$ cat config.mk
export PLATFORM = sky130hd
export DESIGN_NAME = mem_arbiter_flat
export DESIGN_NICKNAME = d
export VERILOG_FILES = /design/src/rtl/cpu_pkg.sv /design/src/rtl/mem_arbiter_if.sv /design/src/rtl/mem_arbiter.sv /design/src/flat_wrapper.sv
export SDC_FILE = /design/constraint.sdc
export NUM_CORES = 1
export LEC_CHECK = 0
export CAP_MARGIN = 10
export CORE_MARGIN = 2
export CORE_UTILIZATION = 38
export DETAILED_ROUTE_END_ITERATION = 12
export PLACE_DENSITY = 0.77
export SETUP_SLACK_MARGIN = 0.15
export SYNTH_ARGS = -nofsm -noshare
export SYNTH_HDL_FRONTEND = slang
export SYNTH_SLANG_ARGS = --single-unit
$ cat constraint.sdc
create_clock -name clk -period 2 [get_ports clk]
set_clock_uncertainty 0.15 [all_clocks]
set_input_delay 0.2 -clock clk [delete_from_list [all_inputs] [get_ports clk]]
set_output_delay 0.2 -clock clk [all_outputs]
set_load 0.02 [all_outputs]
$ cat src/rtl/cpu_pkg.sv
// Shared pipeline definitions: bus widths, default memory latency and the
// memory arbiter state encoding.
package cpu_pkg;

   localparam int PIPE_ADDR_W = 16;
   localparam int PIPE_DATA_W = 16;
   localparam int MEM_LAT_DEF = 4;

   typedef enum logic [2:0] {
      IDLE   = 3'd0,
      BUSY_D = 3'd1,
      BUSY_I = 3'd2,
      DONE_D = 3'd3,
      DONE_I = 3'd4
   } arb_state_t;

   // Latency counter width; a one-cycle memory still needs a 1-bit counter.
   function automatic int cnt_width(input int lat);
      return (lat > 1) ? $clog2(lat) : 1;
   endfunction

endpackage

$ cat src/rtl/mem_arbiter_if.sv
// Pipeline-side and memory-side signals of the shared memory arbiter.
// The slave modport is the arbiter's view; master is the pipeline/memory view.
interface mem_arbiter_if
   import cpu_pkg::*;
#(
   parameter int ADDR_W = PIPE_ADDR_W,
   parameter int DATA_W = PIPE_DATA_W
);

   logic              if_req;
   logic [ADDR_W-1:0] if_addr;
   logic              if_flush;
   logic [DATA_W-1:0] if_data;
   logic              if_valid;
   logic              if_stall;

   logic              d_req;
   logic              d_wr;
   logic [ADDR_W-1:0] d_addr;
   logic [DATA_W-1:0] d_wdata;
   logic [DATA_W-1:0] d_rdata;
   logic              d_valid;
   logic              d_stall;

   logic              mem_en;
   logic              mem_wr;
   logic [ADDR_W-1:0] mem_addr;
   logic [DATA_W-1:0] mem_wdata;
   logic [DATA_W-1:0] mem_rdata;

   modport slave (
      input  if_req, if_addr, if_flush,
      input  d_req, d_wr, d_addr, d_wdata,
      input  mem_rdata,
      output if_data, if_valid, if_stall,
      output d_rdata, d_valid, d_stall,
      output mem_en, mem_wr, mem_addr, mem_wdata
   );

   modport master (
      output if_req, if_addr, if_flush,
      output d_req, d_wr, d_addr, d_wdata,
      output mem_rdata,
      input  if_data, if_valid, if_stall,
      input  d_rdata, d_valid, d_stall,
      input  mem_en, mem_wr, mem_addr, mem_wdata
   );

endinterface

$ cat src/rtl/mem_arbiter.sv
// Arbiter sharing the single-ported unified memory between IF and MEM stages.
// Data has priority; after each completion the other requester claims first.
//
//   state  | meaning
//   -------+------------------------------------------------------------
//   IDLE   | no access; grant D before I
//   BUSY_D | data access in flight, mem_en high for MEM_LAT cycles
//   BUSY_I | fetch in flight, mem_en high for MEM_LAT cycles
//   DONE_D | d_valid pulse; hand over to a waiting fetch
//   DONE_I | if_valid pulse unless flushed; hand over to a waiting data access
module mem_arbiter
   import cpu_pkg::*;
#(
   parameter int ADDR_W  = PIPE_ADDR_W,
   parameter int DATA_W  = PIPE_DATA_W,
   parameter int MEM_LAT = MEM_LAT_DEF
) (
   input  logic         clk,
   input  logic         rst_n,
   mem_arbiter_if.slave bus
);

   localparam int               CNT_W    = cnt_width(MEM_LAT);
   localparam logic [CNT_W-1:0] CNT_LAST = CNT_W'(MEM_LAT - 1);

   arb_state_t        state_q;
   arb_state_t        state_d;
   logic [CNT_W-1:0]  cnt_q;
   logic              flush_pend;

   logic              busy;
   logic              last;
   logic              grant_d;
   logic              grant_i;

   logic              mem_en_q;
   logic              mem_wr_q;
   logic [ADDR_W-1:0] mem_addr_q;
   logic [DATA_W-1:0] mem_wdata_q;
   logic [DATA_W-1:0] if_data_q;
   logic [DATA_W-1:0] d_rdata_q;
   logic              if_valid_q;
   logic              d_valid_q;
   logic              if_valid_int;

   assign busy = (state_q == BUSY_D) || (state_q == BUSY_I);
   assign last = busy && (cnt_q == CNT_LAST);

   always_comb begin
      state_d = state_q;
      grant_d = 1'b0;
      grant_i = 1'b0;
      unique case (state_q)
         IDLE: begin
            if (bus.d_req)       grant_d = 1'b1;
            else if (bus.if_req) grant_i = 1'b1;
         end
         BUSY_D: if (last) state_d = DONE_D;
         BUSY_I: if (last) state_d = DONE_I;
         // The finishing requester's req is stale here, so only the other one is looked at.
         DONE_D: begin
            state_d = IDLE;
            if (bus.if_req) grant_i = 1'b1;
         end
         DONE_I: begin
            state_d = IDLE;
            if (bus.d_req) grant_d = 1'b1;
         end
         default: state_d = IDLE;
      endcase
      if (grant_d) state_d = BUSY_D;
      if (grant_i) state_d = BUSY_I;
   end

   always_ff @(posedge clk or negedge rst_n) begin
      if (!rst_n) begin
         state_q     <= IDLE;
         cnt_q       <= '0;
         flush_pend  <= 1'b0;
         mem_en_q    <= 1'b0;
         mem_wr_q    <= 1'b0;
         mem_addr_q  <= '0;
         mem_wdata_q <= '0;
         if_data_q   <= '0;
         d_rdata_q   <= '0;
         if_valid_q  <= 1'b0;
         d_valid_q   <= 1'b0;
      end else begin
         state_q <= state_d;

         if (grant_d || grant_i || last) cnt_q <= '0;
         else if (busy)                  cnt_q <= cnt_q + CNT_W'(1);

         mem_en_q <= grant_d || grant_i || (busy && !last);

         if (grant_d) begin
            mem_wr_q    <= bus.d_wr;
            mem_addr_q  <= bus.d_addr;
            mem_wdata_q <= bus.d_wdata;
         end else if (grant_i) begin
            mem_wr_q    <= 1'b0;
            mem_addr_q  <= bus.if_addr;
         end else if (last) begin
            mem_wr_q    <= 1'b0;
         end

         if (last && state_q == BUSY_I) if_data_q <= bus.mem_rdata;
         if (last && state_q == BUSY_D && !mem_wr_q) d_rdata_q <= bus.mem_rdata;

         d_valid_q  <= last && (state_q == BUSY_D);
         if_valid_q <= last && (state_q == BUSY_I) && !flush_pend && !bus.if_flush;

         if (state_q == DONE_I)                       flush_pend <= 1'b0;
         else if (state_q == BUSY_I && bus.if_flush)  flush_pend <= 1'b1;
      end
   end

   // A flush arriving in the DONE_I cycle itself must still kill the pulse.
   assign if_valid_int = if_valid_q && !bus.if_flush;

   assign bus.mem_en    = mem_en_q;
   assign bus.mem_wr    = mem_wr_q;
   assign bus.mem_addr  = mem_addr_q;
   assign bus.mem_wdata = mem_wdata_q;
   assign bus.if_data   = if_data_q;
   assign bus.d_rdata   = d_rdata_q;
   assign bus.if_valid  = if_valid_int;
   assign bus.d_valid   = d_valid_q;
   assign bus.if_stall  = bus.if_req && !if_valid_int;
   assign bus.d_stall   = bus.d_req && !d_valid_q;

endmodule

$ cat src/flat_wrapper.sv
// flat-port wrapper written by rule: the top's interface ports become plain ports
module mem_arbiter_flat import cpu_pkg::*;
#(
   parameter int ADDR_W  = PIPE_ADDR_W,
   parameter int DATA_W  = PIPE_DATA_W,
   parameter int MEM_LAT = MEM_LAT_DEF
)
  (clk, rst_n, bus_if_req, bus_if_addr, bus_if_flush, bus_d_req, bus_d_wr, bus_d_addr, bus_d_wdata, bus_mem_rdata, bus_if_data, bus_if_valid, bus_if_stall, bus_d_rdata, bus_d_valid, bus_d_stall, bus_mem_en, bus_mem_wr, bus_mem_addr, bus_mem_wdata);
  mem_arbiter_if #(.ADDR_W(ADDR_W), .DATA_W(DATA_W)) bus_i ();
  input  logic clk;
  input  logic rst_n;
  input wire logic [$bits(bus_i.if_req)-1:0] bus_if_req;
  input wire logic [$bits(bus_i.if_addr)-1:0] bus_if_addr;
  input wire logic [$bits(bus_i.if_flush)-1:0] bus_if_flush;
  input wire logic [$bits(bus_i.d_req)-1:0] bus_d_req;
  input wire logic [$bits(bus_i.d_wr)-1:0] bus_d_wr;
  input wire logic [$bits(bus_i.d_addr)-1:0] bus_d_addr;
  input wire logic [$bits(bus_i.d_wdata)-1:0] bus_d_wdata;
  input wire logic [$bits(bus_i.mem_rdata)-1:0] bus_mem_rdata;
  output wire logic [$bits(bus_i.if_data)-1:0] bus_if_data;
  output wire logic [$bits(bus_i.if_valid)-1:0] bus_if_valid;
  output wire logic [$bits(bus_i.if_stall)-1:0] bus_if_stall;
  output wire logic [$bits(bus_i.d_rdata)-1:0] bus_d_rdata;
  output wire logic [$bits(bus_i.d_valid)-1:0] bus_d_valid;
  output wire logic [$bits(bus_i.d_stall)-1:0] bus_d_stall;
  output wire logic [$bits(bus_i.mem_en)-1:0] bus_mem_en;
  output wire logic [$bits(bus_i.mem_wr)-1:0] bus_mem_wr;
  output wire logic [$bits(bus_i.mem_addr)-1:0] bus_mem_addr;
  output wire logic [$bits(bus_i.mem_wdata)-1:0] bus_mem_wdata;
  assign bus_i.if_req = bus_if_req;
  assign bus_i.if_addr = bus_if_addr;
  assign bus_i.if_flush = bus_if_flush;
  assign bus_i.d_req = bus_d_req;
  assign bus_i.d_wr = bus_d_wr;
  assign bus_i.d_addr = bus_d_addr;
  assign bus_i.d_wdata = bus_d_wdata;
  assign bus_i.mem_rdata = bus_mem_rdata;
  assign bus_if_data = bus_i.if_data;
  assign bus_if_valid = bus_i.if_valid;
  assign bus_if_stall = bus_i.if_stall;
  assign bus_d_rdata = bus_i.d_rdata;
  assign bus_d_valid = bus_i.d_valid;
  assign bus_d_stall = bus_i.d_stall;
  assign bus_mem_en = bus_i.mem_en;
  assign bus_mem_wr = bus_i.mem_wr;
  assign bus_mem_addr = bus_i.mem_addr;
  assign bus_mem_wdata = bus_i.mem_wdata;
  mem_arbiter #(.ADDR_W(ADDR_W), .DATA_W(DATA_W), .MEM_LAT(MEM_LAT)) u_core (.clk(clk), .rst_n(rst_n), .bus(bus_i));
endmodule
==> implementation parameters, run 1 <==
Parameter                              Value

Outcome
  Run status ... complete, no violations

Critical path
  CP Class ... reg2reg
  R2R cell count ... 4
  Capturing point of the worst reg2reg path ... u_core.bus.mem_addr[3]
  Setup crit end kind ... register
  RR Startpoint ... u_core.state_q[1]
  Type of origin of the critical path ... register
  WP data required ... 2.07 ns
  Data arrival time at the worst-slack endpoint ... 1.88 ns
  Crit path max fanout ... 16
  Beginning of the critical path ... u_core.state_q[1]
  R2r setup slk ... 0.19 ns

Detailed routing
  DRT iter0 DRCs ... 51
  Number of vias after detailed routing ... 2,235
  Final routed wirelength across all metal layers ... about 7000 µm
  First-pass DRT Iterations ... 4
  Number of DRC violations after detailed routing ... 0
  Per-cell via count in the routed design ... 4.72
  Routed wire per std cell ... 14.7 µm
  Antenna violation net count after detailed routing ... 0

Logic synthesis
  Synth Instances ... 203
  Syn nets ... 274
  Cell types occupying the most area after synthesis ... sky130_fd_sc_hd__dfrtp_1 (59%), sky130_fd_sc_hd__mux2_2 (28%), sky130_fd_sc_hd__buf_6 (1.8%), sky130_fd_sc_hd__nand2b_4 (0.88%), sky130_fd_sc_hd__nor2b_1 (0.80%)
  Count of flip-flops with a built-in enable after synthesis ... 0
  Mean cell area of the mapped netlist ... roughly 15 µm²
  Count of state elements after synthesis ... 74
  Cell variety after synth ... 29
  Leading post-synthesis cells by instance count ... sky130_fd_sc_hd__mux2_2 (78), sky130_fd_sc_hd__dfrtp_1 (74), sky130_fd_sc_hd__buf_6 (5), sky130_fd_sc_hd__inv_1 (5), sky130_fd_sc_hd__nor2_1 (5)
  Sequential area share after synthesis ... 0.593
  Post-synthesis cell type with the largest combined area ... sky130_fd_sc_hd__dfrtp_1
  Dominant cell by count in the synthesized netlist ... sky130_fd_sc_hd__mux2_2
  Fraction of synthesized cell area taken by the top area cell type ... 0.593
  Netlist area before placement ... 0.00312 mm²
  Predominant post-synthesis flop cell ... sky130_fd_sc_hd__dfrtp_1
  Yosys warnings ... 0
  Fraction of registers with async set or reset after synthesis ... 1.00

Place
  Last weighted congestion value of the routability-driven placer ... 0.735
  Post-DP HPWL ... about 5300 µm
  Number of input and output port buffers inserted ... 139

Pwr
  Cell Int Power ... 4.95 mW
  Power share of the clock group ... 0.153
  Final Total Pwr ... 7.53 mW
  Combinational group share of total power ... 0.510
  Switching part of the total ... 0.342
  Leakage ... 2.13 nW
  Power spent charging and discharging nets ... around 2.6 mW
  Fraction of power consumed by sequential logic ... 0.338
  Total power per unit cell area ... 1510 mW/mm²
  Maximum ir drop on the vdd rail ... ~0.00074 V

Die
  Core box area ... 0.00809 mm²
  Die boundary height ... between 90 and 100 µm
  Horizontal extent of the die ... 94.7 µm
  Boundary Pins ... 140
  Effective utilization at floorplan ... 0.386
  Die Outline Area ... 0.00896 mm²
  Rows ... 33

Final layout
  Total number of nets in the final design ... roughly 440
  Number of fill cells ... ~660
  Final standard cell utilization of the core ... 0.618
  N_diodes ... 0
  Proportion of layout cells with a drive suffix above 1 ... 0.328
  Area delta synth->final ... 60.0%

Job
  Total of max-cap violations ... 0

Timing
  Final min period ... roughly 1.8 ns
  Setup-violating endpoint count in the final report ... 0
  Worst hold slack ... 0.210 ns
  Max-Slew Margin vs Limit ... 0.675
  Number of hold-slack violations in the final timing report ... 0
  Sum of negative setup slack ... 0 ns
  RSZ-0062 raised after global routing ... yes
  Achievable clock frequency ... 552 MHz
  Worst-Margin Slew ... between 0.4 and 0.5 ns
  Final clock period utilization by the worst path ... 0.905
  Final slew viol count ... 0

Clocking
  CTS tree ... built
  Number of buffers inserted during clock tree synthesis ... 9
  CTS clock-pin slew for the worst setup and hold paths ... 0.07 ns
  Number of clock sinks ... 74
  Maximum number of buffers from clock root to sink ... 2
  Root Buffer ... sky130_fd_sc_hd__clkbuf_8
  Number of levels the H-tree was split into ... 3
  Insertion delay to the later sink of the worst-skew pair ... 0.33 ns

GRT
  Via count of the first global-routing pass ... 2,420
  Total GRT Usage ... 0.160
  Pin count of the biggest net entering global routing ... 39
  Number of antenna violations at the first check in global routing ... 0
  Grt total ovfl ... 0
  Global-route wire length before repair ... roughly 11,000 µm

Worst hold path
  Class of the worst hold path ... in2async
how the worst max path moves through the flow:
stage	to	cells past startpoint	slack (ns)
final	u_core.bus.mem_addr[3]	4	0.19
after global routing	u_core.bus.mem_addr[14]	4	0.14
after CTS	bus_d_stall	3	0.16
after detailed placement	u_core.bus.mem_addr[3]	5	-0.08
after global placement	u_core.bus.mem_addr[11]	6	-0.05
after floorplan	u_core.bus.mem_addr[6]	5	0.13
stage by stage:
step | instances | worst slack [ns] | instance area, µm²
CTS | 474 | 0.158 | 4980
finish | 474 | 0.190 | 5000
global placement | 455 | -0.0487 | 4740
floorplan | 203 | 0.130 | 3120
detailed placement | 455 | -0.0845 | 4740
global route | 474 | 0.139 | 5000
power by group through the flow:
stage / Sequential (mW) / Combinational [mW] / Clock (mW)
6_report: 2.54 / 3.84 / 1.15
3_5_place_dp: 2.58 / 3.78 / 0
5_1_grt: 2.63 / 4.08 / 1.26
2_1_floorplan: 3.28 / 1.33 / 0
4_1_cts: 2.54 / 3.88 / 1.20
3_3_place_gp: 2.55 / 3.72 / 0
worst max-delay path, cell delays in order, from the launching register on:
cell and delay, ns:
sky130_fd_sc_hd__dfrtp_2 0.48, sky130_fd_sc_hd__nor3b_4 0.27, sky130_fd_sc_hd__buf_12 0.19, sky130_fd_sc_hd__mux2_2 0.34, sky130_fd_sc_hd__mux2_2 0.26
layout by cell type (no fill, tap or decap), types with 2 or more instances in the layout:
| cell | Yosys | layout |
|---|---|---|
| sky130_fd_sc_hd__o21ai_0 | 2 | 2 |
| sky130_fd_sc_hd__inv_1 | 5 | 5 |
| sky130_fd_sc_hd__dfrtp_2 | 0 | 2 |
| sky130_fd_sc_hd__a21oi_1 | 2 | 2 |
| sky130_fd_sc_hd__mux2_1 | 2 | 2 |
| sky130_fd_sc_hd__nand2_1 | 4 | 4 |
| sky130_fd_sc_hd__buf_4 | 2 | 14 |
| sky130_fd_sc_hd__nand2b_4 | 2 | 2 |
| sky130_fd_sc_hd__dlymetal6s2s_1 | 0 | 2 |
| sky130_fd_sc_hd__clkbuf_1 | 0 | 2 |
| sky130_fd_sc_hd__clkdlybuf4s50_1 | 0 | 135 |
| sky130_fd_sc_hd__a211oi_1 | 2 | 2 |
| sky130_fd_sc_hd__buf_12 | 1 | 6 |
| sky130_fd_sc_hd__mux2_2 | 78 | 78 |
| sky130_fd_sc_hd__clkbuf_8 | 0 | 10 |
| sky130_fd_sc_hd__dfrtp_1 | 74 | 72 |
| sky130_fd_sc_hd__nor2b_1 | 4 | 4 |
| sky130_fd_sc_hd__nor2_1 | 5 | 5 |
registers in the layout (all words and copies together), names as in the netlist:
register	cells
u_core.bus.if_data	16
u_core.state_q	3
u_core.bus.mem_wr	1
u_core.if_valid_q	1
u_core.bus.mem_en	1
u_core.bus.d_rdata	16
u_core.bus.d_valid	1
u_core.bus.mem_addr	16
u_core.flush_pend	1
u_core.cnt_q	2
u_core.bus.mem_wdata	16
final cells by class:
type	count	area, µm²	area share
clock buffer	12	145	0.0290
multi-input combinational	115	1180	0.236
clock inverter	4	51.3	0.0103
timing repair buffer	159	1620	0.324
sequential	74	1850	0.371
tap	105	131	0.0263
inverter	5	18.8	0.00375
metal layers:
metal | GRT usage | part of all wire | up-vias
met2 | 0.267 | 0.49 | 86
li1 | - | - | 1045
met5 | 0 | 0 | -
met3 | 0.0487 | 0.086 | 6
met4 | 0.0652 | 0.0095 | 0
met1 | 0.193 | 0.41 | 1098
repair_timing:
item,in CTS,in global routing
pin swaps,0,1
buffers inserted,2,0
hold buffers,1,0
endpoints found under the hold margin,36,0
setup endpoints to repair,17,19
gates resized for setup,2,5
cells by family after synthesis:
kind of cell / after synthesis / synth area share
AND/OR/NAND/NOR: 21 / 0.0481
AO/OA/AOI/OAI: 12 / 0.0268
buffers and inverters: 14 / 0.0368
adder cells (fa/ha/maj): 1 / 0.00400
multiplexers: 81 / 0.292
flip-flops: 74 / 0.593
Power figures use the tool's default switching activity.
==> run 2, diff against run 1 <==
--- a/config.mk
+++ b/config.mk
@@ -6,10 +6,10 @@
 export NUM_CORES = 1
 export LEC_CHECK = 0
 export CAP_MARGIN = 10
-export CORE_MARGIN = 2
+export CORE_MARGIN = 3
 export CORE_UTILIZATION = 38
 export DETAILED_ROUTE_END_ITERATION = 12
-export PLACE_DENSITY = 0.77
+export PLACE_DENSITY = 0.79
 export SETUP_SLACK_MARGIN = 0.15
 export SYNTH_ARGS = -nofsm -noshare
 export SYNTH_HDL_FRONTEND = slang
==> implementation parameters, run 2 (synthesis gave the netlist of run 1 again) <==
Parameter                              Value

Die
  Core box area ... 0.00785 mm²
  Horizontal extent of the die ... 96.7 µm
  Die boundary height ... 96.7 µm
  Effective utilization at floorplan ... 0.398
  Rows ... 32
  Die Outline Area ... 0.00935 mm²
  Boundary Pins ... 140

Timing
  Sum of negative setup slack ... 0 ns
  RSZ-0062 raised after global routing ... yes
  Worst-Margin Slew ... 0.509 ns
  Final min period ... 1.79 ns
  Max-Slew Margin vs Limit ... 0.660
  Final clock period utilization by the worst path ... 0.893
  Final slew viol count ... 0
  Number of hold-slack violations in the final timing report ... 0
  Achievable clock frequency ... 560 MHz
  Setup-violating endpoint count in the final report ... 0

Final layout
  Commonest non-fill, non-tap cells in the layout ... sky130_fd_sc_hd__clkdlybuf4s50_1 (135), sky130_fd_sc_hd__mux2_2 (78), sky130_fd_sc_hd__dfrtp_1 (72)
  Area delta synth->final ... 61.4%
  N_diodes ... 0
  Total number of nets in the final design ... 438
  Commonest non-fill, non-tap cell in the layout ... sky130_fd_sc_hd__clkdlybuf4s50_1
  Final standard cell utilization of the core ... 0.643
  Proportion of layout cells with a drive suffix above 1 ... 0.336

Critical path
  Setup crit end kind ... register
  Crit path max fanout ... 17
  WP data required ... 2.08 ns
  CP Class ... reg2reg
  Data arrival time at the worst-slack endpoint ... 1.87 ns
  Type of origin of the critical path ... register

Clocking
  Root Buffer ... sky130_fd_sc_hd__clkbuf_8
  Number of buffers inserted during clock tree synthesis ... 9
  Insertion delay to the later sink of the worst-skew pair ... 0.34 ns
  Maximum number of buffers from clock root to sink ... 2
  CTS tree ... built
  CTS clock-pin slew for the worst setup and hold paths ... 0.08 ns
  Number of clock sinks ... 74
  Number of levels the H-tree was split into ... 3

Detailed routing
  First-pass DRT Iterations ... 4
  DRT iter0 DRCs ... 53
  Antenna violation net count after detailed routing ... 0
  Number of DRC violations after detailed routing ... 0
  Final routed wirelength across all metal layers ... 7320 µm
  Routed wire per std cell ... roughly 15 µm
  Number of vias after detailed routing ... 2,232
  Per-cell via count in the routed design ... 4.71

Pwr
  Final Total Pwr ... 7.75 mW
  Leakage ... approximately 2.2 nW
  Maximum ir drop on the vdd rail ... 0.000742 V
  Total power per unit cell area ... 1540 mW/mm²

GRT
  Grt total ovfl ... 0
  Number of antenna violations at the first check in global routing ... 0
  Pin count of the biggest net entering global routing ... 40
  Total GRT Usage ... 0.160
  Via count of the first global-routing pass ... 2,462
  Global-route wire length before repair ... ~12,000 µm

Outcome
  Run status ... complete, no violations

Place
  Number of input and output port buffers inserted ... 139
  Last weighted congestion value of the routability-driven placer ... 0.711
  Post-DP HPWL ... 5450 µm

Job
  Total of max-cap violations ... 0

Worst hold path
  Class of the worst hold path ... in2async
==> run 2: changes by cell type in the layout (fill, tap and decap cells not counted), sizes merged <==
cell          delta
buf              +3
bufinv           +1
clkinvlp         -1
dlygate4sd2      +1
dlymetal6s2s     -1
==> run 2: layer usage <==
layer / GRT usage / wire (µm) / vias to the layer above
li1: - / - / 1049
met1: 0.193 / 3170 / 1095
met2: 0.263 / 3540 / 83
met3: 0.0656 / 563 / 5
met4: 0.0421 / 41 / 0
met5: 0 / 0 / -
==> run 2: timing repair <==
action	CTS	global route
hold buffers	1	0
buffers inserted	0	5
endpoints found under the setup margin	12	17
pin swaps	0	2
cloned	0	0
resized for setup	4	3
endpoints found under the hold margin	38	0
==> run 2: critical path, cell delays in order, from the launching register on <==
cell	delay, ns
sky130_fd_sc_hd__dfrtp_2	0.47
sky130_fd_sc_hd__nor3b_4	0.25
sky130_fd_sc_hd__buf_12	0.19
sky130_fd_sc_hd__mux2_2	0.34
sky130_fd_sc_hd__mux2_2	0.27
==> run 2: cell type report <==
cell class	instances	area (µm²)
Fill cell	618	2810
Sequential cell	74	1850
Timing Repair Buffer	162	1640
Multi-Input combinational cell	115	1170
Clock buffer	12	155
Tap cell	102	128
Clock inverter	4	73.8
Inverter	5	18.8
==> run 2: report_power, final <==
| group | leakage (nW) | total, mW | internal [mW] | switching (mW) |
|---|---|---|---|---|
| combinational | 1.13 | 3.89 | 2.20 | 1.69 |
| sequential | 0.909 | 2.54 | 2.17 | 0.373 |
| clock | 0.117 | 1.32 | 0.772 | 0.547 |
| total | 2.15 | 7.75 | 5.14 | 2.61 |
==> run 2: path summary, 6_finish.rpt <==
path | depth (start not counted) | start | to | slack [ns]
worst min register to register | 1 | u_core.flush_pend | u_core.if_valid_q | 0.32
max in group asynchronous | 3 | rst_n | u_core.bus.mem_wdata[1] | 0.89
worst min-delay path | 2 | rst_n | u_core.bus.if_data[4] | 0.23
min in group clk | 3 | bus_d_wr | u_core.bus.mem_wr | 0.28
worst max-delay path | 4 | u_core.state_q[1] | u_core.bus.mem_addr[9] | 0.21
worst max register to register | 4 | u_core.state_q[1] | u_core.bus.mem_addr[9] | 0.21
==> run 2: stage by stage <==
stage | std cells | worst slack (ns) | instance area [µm²] | hold WS (ns)
after floorplan | 203 | 0.130 | 3120 | -0.246
after global placement | 452 | -0.0620 | 4740 | 0.0522
after detailed placement | 452 | -0.109 | 4740 | 0.0628
after CTS | 469 | 0.156 | 4980 | 0.224
after global routing | 474 | 0.136 | 5040 | 0.253
final | 474 | 0.215 | 5040 | 0.226
==> run 3, diff against run 2 <==
--- a/config.mk
+++ b/config.mk
@@ -9,8 +9,9 @@
 export CORE_MARGIN = 3
 export CORE_UTILIZATION = 38
 export DETAILED_ROUTE_END_ITERATION = 12
-export PLACE_DENSITY = 0.79
+export PLACE_DENSITY = 0.78
 export SETUP_SLACK_MARGIN = 0.15
+export SLEW_MARGIN = 20
 export SYNTH_ARGS = -nofsm -noshare
 export SYNTH_HDL_FRONTEND = slang
 export SYNTH_SLANG_ARGS = --single-unit
==> implementation parameters, run 3 (synthesis gave the netlist of run 1 again) <==
Parameter                              Value

Place
  Post-DP HPWL ... 5490 µm
  Number of input and output port buffers inserted ... ~140
  Number of placed cells counting well taps ... 451
  Last weighted congestion value of the routability-driven placer ... 0.752

Detailed routing
  Final routed wirelength across all metal layers ... 7300 µm
  Antenna violation net count after detailed routing ... 0
  DRT iter0 DRCs ... 70
  First-pass DRT Iterations ... 3
  Routed wire per std cell ... around 16 µm
  Number of vias after detailed routing ... about 2,200
  Per-cell via count in the routed design ... around 4.8
  Number of DRC violations after detailed routing ... 0

Critical path
  End point of the critical path ... u_core.bus.mem_addr[13]
  R2R cell count ... 6
  Crit. path cell count ... 6
  WP data required ... between 2 and 2.5 ns
  Slowest stage delay, CP ... 0.45 ns
  Data arrival time at the worst-slack endpoint ... 1.88 ns
  Beginning of the critical path ... u_core.state_q[2]
  Type of origin of the critical path ... register
  Ordered cell list for the critical path ... nor2b_2, nor2_1, o31ai_4, buf_4, clkbuf_16, mux2_2
  Crit path max fanout ... 6
  CP Class ... reg2reg
  RR Startpoint ... u_core.state_q[2]
  Buffers & Inverters on Critical Path ... 2
  R2r setup slk ... 0.20 ns
  Setup crit end kind ... register
  CP top delay family ... flip-flops
  Highest-delay cell along the critical path ... sky130_fd_sc_hd__dfrtp_2
  Capturing point of the worst reg2reg path ... u_core.bus.mem_addr[13]

Pwr
  Total power per unit cell area ... ~1600 mW/mm²
  Leakage ... 2.15 nW
  Final Total Pwr ... ~7.9 mW
  Maximum ir drop on the vdd rail ... 0.000688 V

GRT
  Via count of the first global-routing pass ... between 2,000 and 2,500
  Global-route wire length before repair ... 11,900 µm
  Grt total ovfl ... 0
  Total GRT Usage ... 0.156
  Number of antenna violations at the first check in global routing ... 0
  Pin count of the biggest net entering global routing ... 47

Final layout
  Fin cells ... 470
  N_diodes ... 0
  Number of fill cells ... 615
  Area delta synth->final ... 61.7%
  Commonest non-fill, non-tap cell in the layout ... sky130_fd_sc_hd__clkdlybuf4s50_1
  Storage cell area ... 0.00185 mm²
  Commonest non-fill, non-tap cells in the layout ... sky130_fd_sc_hd__clkdlybuf4s50_1 (135), sky130_fd_sc_hd__mux2_2 (78), sky130_fd_sc_hd__dfrtp_1 (73)
  Total number of nets in the final design ... 435
  Multi-input combinational cell area ... 0.00119 mm²
  Proportion of layout cells with a drive suffix above 1 ... 0.334

Timing
  Max-Slew Margin vs Limit ... 0.740
  Final min period ... roughly 1.8 ns
  Achievable clock frequency ... ~550 MHz
  Final clock period utilization by the worst path ... 0.902
  Setup-violating endpoint count in the final report ... 0
  Final slew viol count ... 0
  Worst-Margin Slew ... just under 0.4 ns
  RSZ-0062 raised after global routing ... no
  Number of hold-slack violations in the final timing report ... 0

Clocking
  CTS clock-pin slew for the worst setup and hold paths ... approximately 0.080 ns
  Number of clock sinks ... 74
  Root Buffer ... sky130_fd_sc_hd__clkbuf_8
  Insertion delay to the later sink of the worst-skew pair ... roughly 0.34 ns
  CTS tree ... built
  Number of levels the H-tree was split into ... 3
  Maximum number of buffers from clock root to sink ... 2
  Number of buffers inserted during clock tree synthesis ... 9

Outcome
  Run status ... complete, no violations

Die
  Boundary Pins ... 140
  Core box area ... 0.00785 mm²
  Effective utilization at floorplan ... 0.398
  Rows ... 32
  Die boundary height ... 96.7 µm
  Horizontal extent of the die ... 96.7 µm
  Die Outline Area ... ~0.0093 mm²

Worst hold path
  Class of the worst hold path ... in2async

Job
  Total of max-cap violations ... 0
[run 3: cell types whose count changed in the layout (fill, tap and decap cells not counted), sizes merged]
cell | previous run | this run
buf | 23 | 19
clkinv | 2 | 1
bufinv | 2 | 3
[run 3: final cells by class]
class | count | share of cell area
Multi-Input combinational cell | 115 | 0.235
Inverter | 5 | 0.00372
Clock inverter | 4 | 0.0196
Clock buffer | 11 | 0.0300
Sequential cell | 74 | 0.367
Timing Repair Buffer | 159 | 0.319
Tap cell | 102 | 0.0253
[run 3: worst min path at each step]
stage | start | to | slack (ns) | cells after the start
final | rst_n | u_core.bus.mem_addr[2] | 0.18 | 2
after global routing | rst_n | u_core.bus.mem_addr[3] | 0.21 | 2
after CTS | rst_n | u_core.bus.mem_addr[2] | 0.18 | 2
after detailed placement | rst_n | u_core.bus.mem_addr[1] | 0.01 | 1
after global placement | rst_n | u_core.bus.mem_addr[3] | 0.004 | 1
after floorplan | rst_n | u_core.bus.d_rdata[0] | -0.25 | 0
[run 3: power breakdown]
part	switching, mW	internal [mW]
combinational	1.73	2.21
sequential	0.354	2.16
clock	0.540	0.893
[run 3: layer usage]
layer | vias up | wire (µm) | global-route usage
li1 | 1044 | - | -
met1 | 1106 | 3010 | 0.196
met2 | 82 | 3660 | 0.252
met3 | 12 | 524 | 0.0476
met4 | 0 | 112 | 0.0594
met5 | - | 0 | 0
[run 3: timing repair]
item / CTS / global route
setup buffers: 0 / 1
pin swaps: 0 / 1
cloned: 0 / 2
hold buffers: 1 / 0
setup endpoints to repair: 15 / 16
resized for setup: 4 / 6
endpoints found under the hold margin: 28 / 0
[run 3: stage by stage]
step	hold WS (ns)	util	setup TNS [ns]	setup WS, ns	instance area [µm²]
5_1_grt	0.212	0.644	0	0.132	5050
3_5_place_dp	0.0128	0.603	-0.461	-0.0449	4730
4_1_cts	0.183	0.636	0	0.169	4990
3_3_place_gp	0.00421	0.603	-0.211	-0.0200	4730
6_report	0.179	0.644	0	0.196	5050
2_1_floorplan	-0.246	-	0	0.130	3120
